<file path="src/rtl/mem_port_arbiter_if.sv">
// Shared-memory port bundle: fetch and data requesters plus the memory side.
// slave = arbiter view, master = pipeline/memory environment view.
interface mem_port_arbiter_if;
  logic        if_req;
  logic [31:0] if_addr;
  logic [31:0] if_rdata;
  logic        if_done;
  logic        dm_req;
  logic        dm_we;
  logic        dm_byte;
  logic [31:0] dm_addr;
  logic [31:0] dm_wdata;
  logic [31:0] dm_rdata;
  logic        dm_done;
  logic        dm_misalign;
  logic        mem_req;
  logic        mem_we;
  logic        mem_byte;
  logic [31:0] mem_addr;
  logic [31:0] mem_wdata;
  logic [31:0] mem_rdata;
  logic        mem_ack;
  logic        stall_if;
  logic        stall_mem;

  modport slave (
    input  if_req, if_addr,
    output if_rdata, if_done,
    input  dm_req, dm_we, dm_byte,
    input  dm_addr, dm_wdata,
    output dm_rdata, dm_done, dm_misalign,
    output mem_req, mem_we, mem_byte,
    output mem_addr, mem_wdata,
    input  mem_rdata, mem_ack,
    output stall_if, stall_mem
  );

  modport master (
    output if_req, if_addr,
    input  if_rdata, if_done,
    output dm_req, dm_we, dm_byte,
    output dm_addr, dm_wdata,
    input  dm_rdata, dm_done, dm_misalign,
    input  mem_req, mem_we, mem_byte,
    input  mem_addr, mem_wdata,
    output mem_rdata, mem_ack,
    input  stall_if, stall_mem
  );
endinterface

</file>
<file path="src/rtl/mem_port_arbiter.sv">
// Arbitrates one shared memory port between fetch and data stages,
// with a streak counter so back-to-back data traffic cannot starve fetch.
module mem_port_arbiter (
  input  logic clk,
  input  logic rst_n,
  mem_port_arbiter_if.slave bus
);

  typedef enum logic [1:0] {
    IDLE, BUSY_IF, BUSY_DM, RESP
  } state_e;

  state_e      state_q, state_d;
  logic [1:0]  streak_q, streak_d;
  logic [31:0] addr_q, addr_d;
  logic [31:0] wdata_q, wdata_d;
  logic        we_q, we_d;
  logic        byte_q, byte_d;
  logic [31:0] if_rdata_q, if_rdata_d;
  logic [31:0] dm_rdata_q, dm_rdata_d;
  logic        resp_dm_q, resp_dm_d;
  logic        misal_q, misal_d;

  logic grant_dm;
  logic misal;

  // Fetch wins a contested grant once data has won three in a row.
  assign grant_dm = bus.dm_req &
    ~(bus.if_req & (streak_q == 2'd3));
  assign misal = ~bus.dm_byte &
    (bus.dm_addr[1:0] != 2'b00);

  always_comb begin
    state_d    = state_q;
    streak_d   = streak_q;
    addr_d     = addr_q;
    wdata_d    = wdata_q;
    we_d       = we_q;
    byte_d     = byte_q;
    if_rdata_d = if_rdata_q;
    dm_rdata_d = dm_rdata_q;
    resp_dm_d  = resp_dm_q;
    misal_d    = misal_q;
    unique case (state_q)
      IDLE: begin
        if (grant_dm) begin
          if (bus.if_req && streak_q != 2'd3)
            streak_d = streak_q + 2'd1;
          resp_dm_d = 1'b1;
          if (misal) begin
            misal_d = 1'b1;
            state_d = RESP;
          end else begin
            misal_d = 1'b0;
            addr_d  = bus.dm_addr;
            wdata_d = bus.dm_wdata;
            we_d    = bus.dm_we;
            byte_d  = bus.dm_byte;
            state_d = BUSY_DM;
          end
        end else if (bus.if_req) begin
          streak_d  = 2'd0;
          resp_dm_d = 1'b0;
          misal_d   = 1'b0;
          addr_d    = bus.if_addr;
          wdata_d   = '0;
          we_d      = 1'b0;
          byte_d    = 1'b0;
          state_d   = BUSY_IF;
        end
      end
      BUSY_IF: begin
        if (bus.mem_ack) begin
          if_rdata_d = bus.mem_rdata;
          state_d    = RESP;
        end
      end
      BUSY_DM: begin
        if (bus.mem_ack) begin
          dm_rdata_d = bus.mem_rdata;
          state_d    = RESP;
        end
      end
      RESP: state_d = IDLE;
      default: state_d = IDLE;
    endcase
  end

  always_ff @(posedge clk or negedge rst_n) begin
    if (!rst_n) begin
      state_q    <= IDLE;
      streak_q   <= '0;
      addr_q     <= '0;
      wdata_q    <= '0;
      we_q       <= 1'b0;
      byte_q     <= 1'b0;
      if_rdata_q <= '0;
      dm_rdata_q <= '0;
      resp_dm_q  <= 1'b0;
      misal_q    <= 1'b0;
    end else begin
      state_q    <= state_d;
      streak_q   <= streak_d;
      addr_q     <= addr_d;
      wdata_q    <= wdata_d;
      we_q       <= we_d;
      byte_q     <= byte_d;
      if_rdata_q <= if_rdata_d;
      dm_rdata_q <= dm_rdata_d;
      resp_dm_q  <= resp_dm_d;
      misal_q    <= misal_d;
    end
  end

  logic busy;
  logic resp;

  assign busy = (state_q == BUSY_IF) |
                (state_q == BUSY_DM);
  assign resp = (state_q == RESP);

  assign bus.mem_req     = busy;
  assign bus.mem_we      = busy & we_q;
  assign bus.mem_byte    = busy & byte_q;
  assign bus.mem_addr    = addr_q;
  assign bus.mem_wdata   = wdata_q;
  assign bus.if_rdata    = if_rdata_q;
  assign bus.dm_rdata    = dm_rdata_q;
  assign bus.if_done     = resp & ~resp_dm_q;
  assign bus.dm_done     = resp & resp_dm_q;
  assign bus.dm_misalign = resp & resp_dm_q & misal_q;
  assign bus.stall_if    = bus.if_req & ~bus.if_done;
  assign bus.stall_mem   = bus.dm_req & ~bus.dm_done;

endmodule
</file>
<file path="src/flat_wrapper.sv">
// flat-port wrapper written by rule: the top's interface ports become plain ports
module mem_port_arbiter_flat 
  (clk, rst_n, bus_if_req, bus_if_addr, bus_if_rdata, bus_if_done, bus_dm_req, bus_dm_we, bus_dm_byte, bus_dm_addr, bus_dm_wdata, bus_dm_rdata, bus_dm_done, bus_dm_misalign, bus_mem_req, bus_mem_we, bus_mem_byte, bus_mem_addr, bus_mem_wdata, bus_mem_rdata, bus_mem_ack, bus_stall_if, bus_stall_mem);
  mem_port_arbiter_if bus_i ();
  input  logic clk;
  input  logic rst_n;
  input wire logic [$bits(bus_i.if_req)-1:0] bus_if_req;
  input wire logic [$bits(bus_i.if_addr)-1:0] bus_if_addr;
  output wire logic [$bits(bus_i.if_rdata)-1:0] bus_if_rdata;
  output wire logic [$bits(bus_i.if_done)-1:0] bus_if_done;
  input wire logic [$bits(bus_i.dm_req)-1:0] bus_dm_req;
  input wire logic [$bits(bus_i.dm_we)-1:0] bus_dm_we;
  input wire logic [$bits(bus_i.dm_byte)-1:0] bus_dm_byte;
  input wire logic [$bits(bus_i.dm_addr)-1:0] bus_dm_addr;
  input wire logic [$bits(bus_i.dm_wdata)-1:0] bus_dm_wdata;
  output wire logic [$bits(bus_i.dm_rdata)-1:0] bus_dm_rdata;
  output wire logic [$bits(bus_i.dm_done)-1:0] bus_dm_done;
  output wire logic [$bits(bus_i.dm_misalign)-1:0] bus_dm_misalign;
  output wire logic [$bits(bus_i.mem_req)-1:0] bus_mem_req;
  output wire logic [$bits(bus_i.mem_we)-1:0] bus_mem_we;
  output wire logic [$bits(bus_i.mem_byte)-1:0] bus_mem_byte;
  output wire logic [$bits(bus_i.mem_addr)-1:0] bus_mem_addr;
  output wire logic [$bits(bus_i.mem_wdata)-1:0] bus_mem_wdata;
  input wire logic [$bits(bus_i.mem_rdata)-1:0] bus_mem_rdata;
  input wire logic [$bits(bus_i.mem_ack)-1:0] bus_mem_ack;
  output wire logic [$bits(bus_i.stall_if)-1:0] bus_stall_if;
  output wire logic [$bits(bus_i.stall_mem)-1:0] bus_stall_mem;
  assign bus_i.if_req = bus_if_req;
  assign bus_i.if_addr = bus_if_addr;
  assign bus_if_rdata = bus_i.if_rdata;
  assign bus_if_done = bus_i.if_done;
  assign bus_i.dm_req = bus_dm_req;
  assign bus_i.dm_we = bus_dm_we;
  assign bus_i.dm_byte = bus_dm_byte;
  assign bus_i.dm_addr = bus_dm_addr;
  assign bus_i.dm_wdata = bus_dm_wdata;
  assign bus_dm_rdata = bus_i.dm_rdata;
  assign bus_dm_done = bus_i.dm_done;
  assign bus_dm_misalign = bus_i.dm_misalign;
  assign bus_mem_req = bus_i.mem_req;
  assign bus_mem_we = bus_i.mem_we;
  assign bus_mem_byte = bus_i.mem_byte;
  assign bus_mem_addr = bus_i.mem_addr;
  assign bus_mem_wdata = bus_i.mem_wdata;
  assign bus_i.mem_rdata = bus_mem_rdata;
  assign bus_i.mem_ack = bus_mem_ack;
  assign bus_stall_if = bus_i.stall_if;
  assign bus_stall_mem = bus_i.stall_mem;
  mem_port_arbiter u_core (.clk(clk), .rst_n(rst_n), .bus(bus_i));
endmodule
</file>
<file path="config.mk">
export PLATFORM = sky130hd
export DESIGN_NAME = mem_port_arbiter_flat
export DESIGN_NICKNAME = d
export VERILOG_FILES = /design/src/rtl/mem_port_arbiter_if.sv /design/src/rtl/mem_port_arbiter.sv /design/src/flat_wrapper.sv
export SDC_FILE = /design/constraint.sdc
export NUM_CORES = 1
export LEC_CHECK = 0
export CAP_MARGIN = 30
export CORE_MARGIN = 2
export CORE_UTILIZATION = 42
export CTS_BUF_LIST = sky130_fd_sc_hd__clkbuf_8
export DETAILED_ROUTE_END_ITERATION = 8
export PLACE_DENSITY = 0.83
export SLEW_MARGIN = 30
export SYNTH_ARGS = -nofsm -noshare
export SYNTH_HDL_FRONTEND = slang
export SYNTH_SLANG_ARGS = --single-unit
</file>
<file path="constraint.sdc">
create_clock -name clk -period 2.2 [get_ports clk]
set_input_delay 0.44 -clock clk [delete_from_list [all_inputs] [get_ports clk]]
set_output_delay 0.44 -clock clk [all_outputs]
set_load 0.05 [all_outputs]
</file>
* After elaboration in Yosys (flattened, before gate mapping)
Cells that the tools add are included.
** Word-level totals
- Flip-flop bits (word level) :: 136
- Input port bits :: 135
- Output and inout bits :: 136
- Logic and storage cells :: 69
** Cells by class
- Add/sub/neg operators :: 1
- Equality and inequality tests :: 9
- Muxes and demuxes :: 22
- Bitwise logic cells :: 16
- Reduce and logical (&&, ||, !) cells :: 11
** Operators by type and width (count)
- $mux W32 :: 6
- $mux W2 :: 6
- $and A1 B1 Y1 :: 10
- $mux W1 :: 9
- $reduce_and A2 Y1 :: 4
- $eq A2 B2 Y1 const B :: 3
- $ne A2 B2 Y1 const B :: 3
- $pmux W2 S3 :: 1
- $reduce_and A3 Y1 :: 2
- $not A1 Y1 :: 5
- $reduce_bool A2 Y1 :: 2
- $ne A3 B2 Y1 const B :: 1
- $add A2 B1 Y2 const B :: 1
- $eq A2 B1 Y1 const B :: 1
- $logic_not A2 Y1 :: 1
- $ne A2 B1 Y1 const B :: 1
- $reduce_or A2 Y1 :: 1
- $logic_and A1 B1 Y1 :: 1
- $or A1 B1 Y1 :: 1

* Depth between registers and ports, before layout
Gate-level depths: netlist (run 1).
- Word-level depth :: 6
- Depth in mapped cells :: 7
- Mapped depth without buffers :: 5

* Worst setup path after synthesis (run 1)
OpenSTA, ideal clock, no wires.
- Kind :: flip-flop to output port
- Start point :: reg u_core.state_q[0]
- End point :: out bus_stall_if
- Data arrival time :: 1.731 ns
- Data required time :: 1.760 ns
- Setup slack :: 0.029 ns
- Stages on the path, launching flop included :: 4
- Cells stage by stage :: dfrtp_1 > ha_1 > nor2b_1 > nor2b_1
** Between the ends
- Cells in the longest elaborated chain, start to end :: 4
** Ends and longest elaborated chain
- from (decl) :: line mem_port_arbiter.sv:13 : state_e state_q, state_d;
- from (signal assigned) :: line mem_port_arbiter.sv:102 : state_q <= state_d;
- $eq A2 B2 Y1 :: line mem_port_arbiter.sv:120 : assign resp = (state_q == RESP);
- $and A1 B1 Y1 :: line mem_port_arbiter.sv:129 : assign bus.if_done = resp & ~resp_dm_q;
- net bus_if_done :: line flat_wrapper.sv:10 : output wire logic [$bits(bus_i.if_done)-1:0] bus_if_done;
- $not A1 Y1 :: line mem_port_arbiter.sv:132 : assign bus.stall_if = bus.if_req & ~bus.if_done;
- $and A1 B1 Y1 :: line mem_port_arbiter.sv:132
- to (decl) :: line flat_wrapper.sv:26 : output wire logic [$bits(bus_i.stall_if)-1:0] bus_stall_if;
The timed path passes the listed nets, and every way through them passes these cells.

* Final worst setup path (run 1)
- Start point :: reg u_core.addr_q[9] (netlist: u_core.bus.mem_addr[9])
- End point :: out bus_mem_addr[9]
** RTL lines
- from (decl) :: line mem_port_arbiter.sv:15 : logic [31:0] addr_q, addr_d;
- from (signal assigned) :: line mem_port_arbiter.sv:104 : addr_q <= addr_d;
- to (decl) :: line flat_wrapper.sv:22 : output wire logic [$bits(bus_i.mem_addr)-1:0] bus_mem_addr;
No word-level cell between the ends.

==> impl_metrics.json, run 1 <==
{
  "cap_viol_max_count": 0,
  "core_area_um2": 12800,
  "crit_fanout": 2,
  "criticalPathCategory": "register to primary output",
  "reg2reg_depth": 5,
  "clock_sinks": 136,
  "antenna_cells": 0,
  "dieWidth_um": 119,
  "ys_warn_count": 0,
  "critPathSlowestCell": "clkdlybuf4s50_1",
  "ys_seq_area_share_pct": 61.3,
  "crit_required_ns": 1.76,
  "maxSlewHeadroom_pct": 54.4,
  "drc_errors": 0,
  "p_leak_nw": 4.24,
  "regArea_um2": 3400,
  "detail-route-antenna-nets": 0,
  "synth.cell_area_um2": 5550,
  "synth_edf_count": 0,
  "avgRoutedWirePerCell_um": 17.2,
  "synth-seq-cells": 136,
  "drv_slew": 0,
  "met3_usage_pct": 6.03,
  "dpl.hpwl_mm": 11.1,
  "grt.overflow.total": 0,
  "crit_path_end_kind": "primary output",
  "fin_crit_ns": 2.07,
  "critPathTopFamily": "buffers and inverters",
  "synth_top_area_share_pct": 61.3,
  "max_freq_ghz": 0.483,
  "min_period_over_period_pct": 94.2,
  "path_clk_slew_ns": 0.07,
  "viasPerCell": 4.96,
  "r2r-end": "u_core.bus.mem_addr[23]",
  "max_slew.worst_pin.slew_ns": 0.685,
  "grt.busiest_layer": "met2",
  "grt_pass1_vias": 4760,
  "antenna_found_initial": 0,
  "dr_total_vias": 4428,
  "slowest_delay_ns": 0.81,
  "synth.most_common_cell": "dfrtp_1",
  "ys_async_sr_fraction_pct": 100,
  "synth_fp_nets": 573,
  "rows": 41,
  "io_pins": 271,
  "synth_common_cells": "dfrtp_1 (136), inv_1 (100), mux2_2 (65)",
  "io_buffer_count": 270,
  "setup_violations": 0,
  "die_h_um": 119,
  "wl_mm": 15.4,
  "grt_pass1_wl_mm": 24.8,
  "area_growth_pct": 61.8,
  "fillerInstances": 850,
  "grt.total_usage_pct": 22.6,
  "p_per_area_nw_per_um2": 1770,
  "arrival_ns": 1.63,
  "fp.dieArea_um2": 14100,
  "rsz0062_at_grt": "no",
  "multi_input_area_um2": 1650,
  "grt_max_degree": 75,
  "start_util_pct": 43.4,
  "reg2reg_slack_ns": 0.22,
  "finalHoldViolations": 0,
  "hp-class": "input pin to async pin",
  "ys_types": 27,
  "clock_latency_ns": 0.43,
  "drtPass1Iterations": 8,
  "path_cells": "clkdlybuf4s50_1",
  "drt-initial-drc-count": 352,
  "outcome": "complete, no violations",
  "layout.nets": 849,
  "gr-usage-met2_pct": 38.9,
  "layout-drive-gt1-share_pct": 16.5,
  "use_met1_pct": 26.5,
  "synthCells": 432,
  "peakVddDrop_uv": 1040,
  "gp_congestion": 0.819,
  "critPathBufInv": 1,
  "start_kind": "register",
  "dp.cells": 860,
  "htreeDepth": 4,
  "numCtsBuffers": 17,
  "cts_tree": "built",
  "root_buffer": "clkbuf_8",
  "clock_skew_ns": 0.00972,
  "ys_top_cells_by_area": "dfrtp_1 (61%), mux2_2 (13%), inv_1 (6.8%)",
  "final_cells": 893,
  "syn_avg_cell_area_um2": 12.8,
  "clockBufferDepth": 2,
  "finalSetupTns_ns": 0,
  "synth_ff_type": "dfrtp_1",
  "yosys.area.top_type": "dfrtp_1",
  "worstReg2RegStart": "u_core.state_q[0]"
}
-- worst reg2reg max path: cells and delay by family, from the launching register on --
family | cells | cell delay, ns
DFF | 1 | 0.42
and+or+nand+nor | 2 | 0.82
buffers and inverters | 1 | 0.16
adders and majority gates | 1 | 0.17
AOI/OAI and AO/OA | 1 | 0.26
-- cell families (layout without fill, tap and decap cells) --
| family | count (synthesis) | after routing | share of synthesized area (%) |
|---|---|---|---|
| DFF | 136 | 136 | 61.3 |
| buffers and inverters | 124 | 413 | 9.20 |
| AOI/OAI and AO/OA | 75 | 75 | 12.1 |
| muxes | 67 | 67 | 13.6 |
| and+or+nand+nor | 24 | 24 | 2.44 |
| adders and majority gates | 6 | 6 | 1.35 |
-- through the flow --
| stage | utilization [%] | total power, mW | setup slack (ns) | hold slack [ns] | instance area [um2] |
|---|---|---|---|---|---|
| after floorplan | - | 10.3 | 0.0295 | 0.144 | 5550 |
| after global placement | 66.7 | 13.5 | 0.0734 | 0.349 | 8520 |
| after detailed placement | 66.7 | 13.7 | 0.00249 | 0.359 | 8520 |
| after CTS | 70.2 | 16.0 | 0.0288 | 0.450 | 8970 |
| after global routing | 70.3 | 16.6 | 0.0241 | 0.465 | 8980 |
| final | 70.3 | 15.9 | 0.128 | 0.461 | 8980 |
-- registers in the layout, summed over array words and instances, names as in the netlist --
name,count
u_core.bus.if_rdata,32
u_core.we_q,1
u_core.bus.mem_addr,32
u_core.state_q,2
u_core.resp_dm_q,1
u_core.streak_q,2
u_core.bus.dm_rdata,32
u_core.bus.mem_wdata,32
u_core.misal_q,1
u_core.byte_q,1
-- how the worst max path moves through the flow --
| stage | start | endpoint | slack, ns | cells after the start |
|---|---|---|---|---|
| finish | u_core.bus.mem_addr[9] | bus_mem_addr[9] | 0.13 | 1 |
| detailed placement | bus_dm_addr[0] | u_core.bus.mem_addr[24] | 0.002 | 4 |
| global route | u_core.state_q[0] | bus_stall_mem | 0.02 | 4 |
| global placement | bus_dm_addr[0] | u_core.bus.mem_addr[26] | 0.07 | 4 |
| floorplan | u_core.state_q[0] | bus_stall_if | 0.03 | 3 |
| CTS | u_core.state_q[0] | bus_mem_we | 0.03 | 4 |
-- where the power goes --
part	switching (mW)	internal [mW]	leakage [nW]
combinational	5.85	3.48	2.40
sequential	0.663	3.70	1.61
clock	0.943	1.29	0.224
total	7.46	8.46	4.24
-- placed cells by master (no fill, tap or decap), drive strengths merged, types with 2 or more instances in the layout --
master         netlist  routed
nor2                 4       4
clkinv               0       5
and3                 2       2
a222oi              32      32
clkdlybuf4s50        0     261
nand3                2       2
nand2                5       5
a22o                33      33
nor2b                4       4
and2                 6       6
buf                 19      19
dfrtp              136     136
clkinvlp             0       2
inv                100     102
clkbuf               5      19
mux2                65      65
ha                   6       6
bufinv               0       4
o21ai                4       4
mux2i                2       2
-- routing by layer --
layer | routed length (um) | share of wire, % | up-vias
li1 | - | - | 2033
met4 | 447 | 2.9 | 0
met2 | 7830 | 51 | 227
met1 | 5930 | 39 | 2133
met5 | 0 | 0 | -
met3 | 1160 | 7.6 | 35
-- final cells by class --
class	count	area share (%)
sequential	136	37.9
multi-input combinational	172	18.4
clock buffer	19	2.91
timing repair buffer	281	32.2
clock inverter	13	1.99
inverter	100	4.18
tap	172	2.40
-- timing repair --
item / CTS / global route
buffers inserted: 0 / 0
endpoints found under the setup margin: 2 / 4
hold buffers: 1 / 0
gates resized for setup: 1 / 1
endpoints found under the hold margin: 34 / 0
Power figures use the tool's default switching activity.
==> run 2: changes to the inputs <==
- SKIP_LAST_GASP: default -> 1
==> results of run 2 <==
The final DEF is identical to that of run 1; final timing and power are the same.
==> run 3: changes to the inputs <==
- CORE_ASPECT_RATIO: default -> 1.25
==> run 3 against run 2 <==
Sequential share of layout area barely moved. Clock skew increased by 0.0010 ns. Clock power about the same. Global-route usage decreased by 0.46 points. Sequential cell count unchanged. Cell count is 0.56% lower. Sequential power about the same. Fmax decreased by 1.1%. Combinational power about the same. Setup slack got worse by 0.024 ns. Largest cell class unchanged. Largest power group unchanged.
==> impl_metrics.json, run 3 (synthesis results as in run 1) <==
{
  "grt_max_degree": 67,
  "cap_viol_max_count": 0,
  "area_growth_pct": 61.8,
  "critPathBufInv": 1,
  "io_buffer_count": 270,
  "slowest_delay_ns": 0.84,
  "dieWidth_um": 107,
  "dr_total_vias": 4447,
  "hp-start": "u_core.misal_q",
  "io_pins": 271,
  "p_leak_nw": 4.23,
  "worstReg2RegStart": "u_core.state_q[0]",
  "fp.dieArea_um2": 14200,
  "fillerInstances": 935,
  "maxSlewHeadroom_pct": 54.1,
  "antenna_found_initial": 0,
  "netSwitchingFraction_pct": 47.2,
  "crit_fanout": 2,
  "p_int_mw": 8.41,
  "wl_mm": 15.6,
  "reg2reg_slack_ns": 0.22,
  "rows": 46,
  "cts_tree": "built",
  "numCtsBuffers": 17,
  "min_to": "u_core.misal_q",
  "grt_pass1_vias": 4582,
  "netSwitchingPower_mw": 7.52,
  "fin_hold_ws_ns": 0.491,
  "path_clk_slew_ns": 0.08,
  "min_period_over_period_pct": 95.3,
  "outcome": "complete, no violations",
  "crit_path_end_kind": "primary output",
  "max_freq_ghz": 0.477,
  "place_area_um2": 8520,
  "p_per_area_nw_per_um2": 1780,
  "rsz0062_at_grt": "no",
  "grt_pass1_wl_mm": 24.1,
  "power.share.combinational_pct": 58.6,
  "layout.nets": 848,
  "p_seq_share_pct": 27.3,
  "hold_depth": 2,
  "die_h_um": 133,
  "drv_slew": 0,
  "drtPass1Iterations": 6,
  "clockBufferDepth": 2,
  "grt.total_usage_pct": 22.1,
  "start_util_pct": 43.4,
  "core_area_um2": 12800,
  "clock_sinks": 136,
  "detail-route-antenna-nets": 0,
  "grt.overflow.total": 0,
  "criticalPathCategory": "register to primary output",
  "clock_skew_ns": 0.0107,
  "path_cells": "clkdlybuf4s50_1",
  "critPathTopFamily": "buffers and inverters",
  "clock_latency_ns": 0.43,
  "antenna_cells": 0,
  "htreeDepth": 4,
  "dpl.hpwl_mm": 11.5,
  "finalHoldViolations": 0,
  "crit_required_ns": 1.76,
  "gp_congestion": 0.857,
  "r2r-end": "u_core.bus.mem_addr[26]",
  "p_clk_share_pct": 14.1,
  "final_cell_mix": "clkdlybuf4s50_1 (261), dfrtp_1 (136), inv_1 (101), mux2_2 (65), a22o_1 (33)",
  "reg2reg_depth": 5,
  "fin_crit_ns": 2.10,
  "avgRoutedWirePerCell_um": 17.6,
  "setup_violations": 0,
  "design_area_um2": 8980,
  "dp.cells": 855,
  "start_kind": "register",
  "viasPerCell": 5.01,
  "post_cts_buffers": 0,
  "drc_errors": 0,
  "drt-initial-drc-count": 324,
  "root_buffer": "clkbuf_8",
  "final_common_cell": "clkdlybuf4s50_1",
  "hp-class": "register to register",
  "peakVddDrop_uv": 1100,
  "final_cells": 888,
  "arrival_ns": 1.66,
  "max_slew.worst_pin.slew_ns": 0.689,
  "layout-drive-gt1-share_pct": 16.5,
  "critPathSlowestCell": "clkdlybuf4s50_1"
}
-- run 3: routing by layer --
layer  routed length [um]  GRT usage, %
met3                  957          4.48
met5                    0             0
met1                 5870          25.0
met2                 8390          39.8
met4                  416          10.1
-- run 3: final cells by class --
type                       instances  area (um2)  share of cell area [%]
clock buffer                      17         234                    2.61
tap                              168         210                    2.34
sequential                       136        3400                    37.9
multi-input combinational        172        1650                    18.4
timing repair buffer             280        2900                    32.3
inverter                         100         375                    4.18
clock inverter                    15         201                    2.24
-- run 3: power by group through the flow --
stage / clock (mW) / sequential [mW] / combinational, mW
finish: 2.24 / 4.35 / 9.34
detailed placement: 0 / 4.37 / 9.37
global placement: 0 / 4.32 / 9.21
global route: 2.40 / 4.48 / 9.71
CTS: 2.30 / 4.35 / 9.39
floorplan: 0 / 8.23 / 2.06
-- run 3: metrics by stage --
step | power, mW | util, % | setup WS (ns) | setup TNS, ns
2_1_floorplan | 10.3 | - | 0.0295 | 0
3_3_place_gp | 13.5 | 66.7 | 0.00964 | 0
3_5_place_dp | 13.7 | 66.7 | -0.0525 | -0.855
4_1_cts | 16.0 | 70.2 | 0.0446 | 0
5_1_grt | 16.6 | 70.3 | 0.0693 | 0
6_report | 15.9 | 70.3 | 0.104 | 0
-- run 3: how the worst max path moves through the flow --
stage / startpoint / to / slack, ns / depth (start not counted)
2_1_floorplan: u_core.state_q[0] / bus_stall_if / 0.03 / 3
3_3_place_gp: bus_dm_addr[0] / u_core.bus.mem_addr[22] / 0.01 / 4
3_5_place_dp: bus_dm_addr[1] / u_core.bus.mem_addr[26] / -0.05 / 4
4_1_cts: u_core.state_q[0] / bus_mem_byte / 0.04 / 4
5_1_grt: u_core.bus.mem_wdata[21] / bus_mem_wdata[21] / 0.07 / 1
6_report: u_core.bus.mem_wdata[21] / bus_mem_wdata[21] / 0.10 / 1
-- run 3: repair_timing --
action	4_1_cts	5_1_grt
gates resized for setup	1	1
hold buffers	1	0
setup endpoints to repair	2	1
endpoints found under the hold margin	48	0
pin swaps	0	0
